### src/rtl/fdu_failover_ctrl.sv
// fdu_failover_ctrl
// Picks one active FDU unit out of three, based on the health flags reported
// by the heartbeat watchdogs.
//   - Each raw health bit is filtered before use. A failure is accepted at
//     once, but a recovery is accepted only after DEBOUNCE consecutive
//     healthy samples.
//   - Failover is non-revertive. After any unit-to-unit switch there is a
//     hold-off window during which operator force requests are ignored.
// Ports:
//   clk, reset      system clock; asynchronous active-high reset
//   health[2:0]     raw health, bit i = unit i (same clock domain)
//   force_en        level request to switch to force_sel
//   force_sel[1:0]  forced target 0..2 (3 is ignored)
//   active_sel[1:0] selected unit 0..2, 3 = none
//   active_valid    active_sel is a real unit
//   all_fail        no unit selected
//   switch_pulse    one-cycle pulse whenever active_sel changes
//   switch_count    number of switches, saturating at 255
//   health_filt     filtered health per unit
module fdu_failover_ctrl #(
  parameter int unsigned DEBOUNCE = 1000,
  parameter int unsigned HOLDOFF  = 65000
) (
  input  logic       clk,
  input  logic       reset,
  input  logic [2:0] health,
  input  logic       force_en,
  input  logic [1:0] force_sel,
  output logic [1:0] active_sel,
  output logic       active_valid,
  output logic       all_fail,
  output logic       switch_pulse,
  output logic [7:0] switch_count,
  output logic [2:0] health_filt
);

  localparam logic [15:0] DEB_LAST  = 16'(DEBOUNCE - 1);
  localparam logic [23:0] HOLD_LOAD = 24'(HOLDOFF - 1);
  localparam logic [1:0]  SEL_NONE  = 2'd3;

  typedef enum logic [1:0] {
    ST_NONE    = 2'd0,
    ST_ACTIVE  = 2'd1,
    ST_HOLDOFF = 2'd2
  } state_e;

  // Lowest set index of a 3-bit mask; returns 3 when the mask is empty.
  function automatic logic [1:0] lowest_idx(input logic [2:0] mask);
    logic [1:0] idx;
    if (mask[0])      idx = 2'd0;
    else if (mask[1]) idx = 2'd1;
    else if (mask[2]) idx = 2'd2;
    else              idx = SEL_NONE;
    return idx;
  endfunction

  logic [15:0] cnt_q [3];
  logic [15:0] cnt_d [3];
  logic [2:0]  filt_q, filt_d;

  state_e      state_q, state_d;
  logic [1:0]  sel_q, sel_d;
  logic [23:0] hold_q, hold_d;
  logic        valid_q, fail_q, pulse_q;
  logic [7:0]  count_q, count_d;

  logic [3:0]  filt_x;
  logic [2:0]  others;
  logic        force_ok;
  logic        act_ok;
  logic        pulse_d;

  // Asymmetric health filter: a low sample drops at once, a rise needs a run.
  always_comb begin
    for (int i = 0; i < 3; i++) begin
      cnt_d[i]  = cnt_q[i];
      filt_d[i] = filt_q[i];
      if (!health[i]) begin
        cnt_d[i]  = 16'd0;
        filt_d[i] = 1'b0;
      end else if (filt_q[i]) begin
        cnt_d[i]  = 16'd0;
        filt_d[i] = 1'b1;
      end else if (cnt_q[i] == DEB_LAST) begin
        cnt_d[i]  = 16'd0;
        filt_d[i] = 1'b1;
      end else begin
        cnt_d[i]  = cnt_q[i] + 16'd1;
        filt_d[i] = 1'b0;
      end
    end
  end

  // Failover next-state and selection logic.
  always_comb begin
    state_d  = state_q;
    sel_d    = sel_q;
    hold_d   = hold_q;
    // filt_x pads a fourth bit so that index 3 safely reads as unhealthy.
    filt_x   = {1'b0, filt_q};
    others   = filt_q & ~(3'b001 << sel_q);
    act_ok   = filt_x[sel_q];
    force_ok = force_en && (force_sel != SEL_NONE) && filt_x[force_sel];
    case (state_q)
      ST_NONE: begin
        if (|filt_q) begin
          sel_d   = force_ok ? force_sel : lowest_idx(filt_q);
          state_d = ST_ACTIVE;
        end else begin
          sel_d   = SEL_NONE;
          state_d = ST_NONE;
        end
      end
      ST_ACTIVE, ST_HOLDOFF: begin
        // A failure of the active unit is handled before any force request.
        if (!act_ok) begin
          if (|others) begin
            sel_d   = lowest_idx(others);
            hold_d  = HOLD_LOAD;
            state_d = ST_HOLDOFF;
          end else begin
            sel_d   = SEL_NONE;
            hold_d  = 24'd0;
            state_d = ST_NONE;
          end
        end else if (state_q == ST_ACTIVE) begin
          if (force_ok && (force_sel != sel_q)) begin
            sel_d   = force_sel;
            hold_d  = HOLD_LOAD;
            state_d = ST_HOLDOFF;
          end else begin
            state_d = ST_ACTIVE;
          end
        end else if (hold_q == 24'd0) begin
          state_d = ST_ACTIVE;
        end else begin
          hold_d = hold_q - 24'd1;
        end
      end
      default: begin
        state_d = ST_NONE;
        sel_d   = SEL_NONE;
        hold_d  = 24'd0;
      end
    endcase
    pulse_d = (sel_d != sel_q);
    if (pulse_d && (count_q != 8'hFF)) begin
      count_d = count_q + 8'd1;
    end else begin
      count_d = count_q;
    end
  end

  // State, filter and output registers.
  always_ff @(posedge clk or posedge reset) begin
    if (reset) begin
      for (int i = 0; i < 3; i++) cnt_q[i] <= 16'd0;
      filt_q  <= 3'b000;
      state_q <= ST_NONE;
      sel_q   <= SEL_NONE;
      hold_q  <= 24'd0;
      valid_q <= 1'b0;
      fail_q  <= 1'b1;
      pulse_q <= 1'b0;
      count_q <= 8'd0;
    end else begin
      for (int i = 0; i < 3; i++) cnt_q[i] <= cnt_d[i];
      filt_q  <= filt_d;
      state_q <= state_d;
      sel_q   <= sel_d;
      hold_q  <= hold_d;
      valid_q <= (sel_d != SEL_NONE);
      fail_q  <= (sel_d == SEL_NONE);
      pulse_q <= pulse_d;
      count_q <= count_d;
    end
  end

  assign active_sel   = sel_q;
  assign active_valid = valid_q;
  assign all_fail     = fail_q;
  assign switch_pulse = pulse_q;
  assign switch_count = count_q;
  assign health_filt  = filt_q;

endmodule

### config.mk
export PLATFORM = sky130hd
export DESIGN_NAME = fdu_failover_ctrl
export DESIGN_NICKNAME = d
export VERILOG_FILES = /design/src/rtl/fdu_failover_ctrl.sv
export SDC_FILE = /design/constraint.sdc
export NUM_CORES = 1
export LEC_CHECK = 0
export CAP_MARGIN = 10
export CORE_AREA = 4 4 107 109
export DETAILED_ROUTE_END_ITERATION = 8
export DIE_AREA = 0 0 111 113
export GPL_ROUTABILITY_DRIVEN = 0
export GPL_TIMING_DRIVEN = 0
export SLEW_MARGIN = 20
export SYNTH_ARGS = -nofsm -noshare
export SYNTH_HDL_FRONTEND = slang
export SYNTH_SLANG_ARGS = --single-unit
### constraint.sdc
create_clock -name clk -period 3.65 [get_ports clk]
set_clock_uncertainty 0.1 [all_clocks]
set_input_delay 0.5475 -clock clk [delete_from_list [all_inputs] [get_ports clk]]
set_output_delay 0.5475 -clock clk [all_outputs]
set_load 0.01 [all_outputs]
==> results by group <==
Route
  • Drt pass-1 iters: 5
  • DRC viols: 0
  • ANT nets after route: 0
  • Via count: 3,691
  • 1st-iter DRT viols: between 150 and 200
  • Final WL: slightly below 10 mm
  • Wirelength per Cell: between 10 and 15 um
  • Via density: between 5 and 6

Synthesis
  • Yosys warnings: 0
  • Synth area leader: dfrtp_1
  • Main synth FF type: dfrtp_1
  • Syn nets: 529
  • List of most frequent post-synthesis cells: 87 x dfrtp_1, 76 x nor2_1, 40 x nand2_1
  • Synth top area cells: dfrtp_1 45%, xor2_1 6.0%, nor2_1 5.9%
  • Most frequent cell after synthesis: dfrtp_1
  • Post-synth EDFFs: 0
  • Gate Count Post-Synth: slightly above 500
  • Library cells used by synthesis: slightly above 60
  • Synthesized area: 4850 sq um
  • Ys async rst share: 100%
  • Syn avg cell area: 9.48 sq um
  • Post-synth top area share: 44.9%
  • Register area share after synthesis: 46.5%
  • FF+latch count, synth: 90

Finish
  • Layout cell share with drive strength beyond 1: 10.7%
  • Antenna diodes: 0
  • Area growth from synthesis to layout: 12.3%
  • # nets final: between 500 and 600
  • Final instance area: between 5000 and 6000 sq um
  • Final core utilization: 51.4%
  • FILL cells: 984

Power and ir drop
  • Power, Total: approximately 2.1 mW
  • Pwr/cell area: 384 nW/um^2
  • LEAKAGE: 2.37 nW
  • Maximum vdd ir drop: ~290 uV

GRT
  • Grt ovf: 0
  • Vias in the first global route: 3,558
  • Met3 global-route usage: about 2.9%
  • Global-route wire length before repair: between 15 and 20 mm
  • GRT met1 Usage: 23.2%
  • M2 GR Usage: approximately a quarter
  • GRT Overall Usage: approximately 17%
  • GR peak layer: met2
  • Largest net degree at the start of global routing: 80
  • Initial antenna violation count: 0

STA
  • Fin crit share: between 70% and 80%
  • Max frequency: 367 MHz
  • Count of final max-slew check failures: 0
  • Slew @ Worst Pin: 0.722 ns
  • RSZ-0062 raised after global routing: no
  • Hold Fails Final Rpt: 0
  • Fin crit period: 2.73 ns
  • Setup_tns: 0 ns
  • Rel. slew slack: 51.5%
  • Final setup violation count: 0

Run status
  • Status: complete, no violations

Clocking
  • Register clock-pin slew on the reported worst setup and hold paths: approximately 0.09 ns
  • Post-CTS Resized: 0
  • Clock latency on the worst-skew pair: 0.36 ns
  • Htree depth: 3
  • CTS tree: yes
  • Hold-fix buffers at CTS: 0
  • Root buffer cell: clkbuf_8
  • Bufs on Longest Clock Path: 2
  • Post-CTS Setup Bufs: 0
  • CTS Sinks: 90
  • TritonCTS buffer count: 9

Setup path
  • R2r worst-path depth: 10
  • Crit path max fanout: 9
  • CP Capture Type: register
  • CP Data Required Time: 3.82 ns
  • Setup CP Type: in2reg
  • Data arrival time of the worst path: between 2 and 3 ns
  • Critical path launch point type: primary input

Die
  • I/O Pins: 24
  • Full die area: 12,500 sq um
  • Die Span X: 111 um
  • Starting Density: about 46%
  • Die Y: 113 um
  • Rows: 38
  • Core area: 10,600 sq um

Worst hold path
  • Worst Hold Class: in2async

Placement
  • Port bufs: 21
  • HPWL Detailed: 6.93 mm
  • Placed Area: 5270 sq um

Run
  • Max-Cap Viols: 0
## cell usage in the layout, fill, tap and decap left out, types with 11 or more instances in the layout
master,n
dfrtp_1,87
nor2_1,76
nand2_1,40
xor2_1,33
nand3_1,26
clkdlybuf4s50_1,21
a21oi_1,20
and3_1,15
xnor2_1,15
nor3_1,15
o21ai_0,15
inv_1,14
nor2b_1,12
a31oi_1,11
clkbuf_8,11
## metrics by stage
stage / setup WS, ns / cells / hold WS (ns)
after floorplan: 0.672 / 512 / 0.333
after global placement: -0.801 / 673 / 0.345
after detailed placement: 0.550 / 674 / 0.360
after CTS: 0.940 / 690 / 0.344
after global routing: 0.697 / 690 / 0.365
final: 0.924 / 690 / 0.358
## state kept, by name, indices dropped and copies added, names as in the netlist
| register | cells |
|---|---|
| all_fail | 1 |
| switch_count | 8 |
| cnt_q | 48 |
| switch_pulse | 1 |
| health_filt | 3 |
| state_q | 2 |
| hold_q | 24 |
| active_valid | 1 |
| active_sel | 2 |
## layout make-up
| cell class | instances | area [sq um] | area share [%] |
|---|---|---|---|
| plain buffers | 18 | 106 | 1.95 |
| multi-input cells | 389 | 2430 | 44.7 |
| clock buffers | 12 | 155 | 2.85 |
| well taps | 140 | 175 | 3.21 |
| repair buffers | 22 | 238 | 4.36 |
| clock inverters | 4 | 26.3 | 0.482 |
| flip-flops and latches | 90 | 2260 | 41.4 |
| inverters | 15 | 61.3 | 1.12 |
## routing by layer
metal  up-vias  part of all wire, %  routed length, um
met5         -                    0                  0
met4         0                  2.1                211
met3        15                  3.2                312
met2        59                   45               4450
met1      1763                   49               4870
li1       1854                    -                  -
## power breakdown
| group | switching (mW) | leakage [nW] | internal (mW) |
|---|---|---|---|
| registers | 0.0964 | 1.21 | 1.07 |
| clock network | 0.344 | 0.0924 | 0.284 |
| logic | 0.153 | 1.07 | 0.148 |
## worst max-delay path, stage by stage
cell and delay [ns]:
clkdlybuf4s50_1 0.51, nand2_1 0.13, nor3_1 0.33, o22ai_1 0.18, nor2b_1 0.19, a21oi_2 0.44
nand2_2 0.24, o41ai_2 0.32
## final timing paths
path                       startpoint         endpoint  slack, ns
max                          force_en        hold_q[9]       0.92
min                             reset        cnt_q[41]       0.36
max reg2reg                state_q[0]  switch_count[1]       0.95
min reg2reg                 cnt_q[32]        cnt_q[32]       0.36
max in group asynchronous       reset         all_fail       2.47
min in group clk            cnt_q[32]        cnt_q[32]       0.36
## cells by family (layout without fill, tap and decap cells)
logic type | after synthesis | in the layout | synth area share, %
adders and majority gates | 9 | 9 | 2.32
and+or+nand+nor | 235 | 235 | 24.8
DFF | 90 | 90 | 46.5
AOI/OAI and AO/OA | 91 | 91 | 12.8
xor gates and xnor gates | 49 | 49 | 9.00
muxes | 5 | 5 | 1.24
buffers and inverters | 33 | 71 | 3.35
Note: power is estimated with default switching activity, not from simulation.
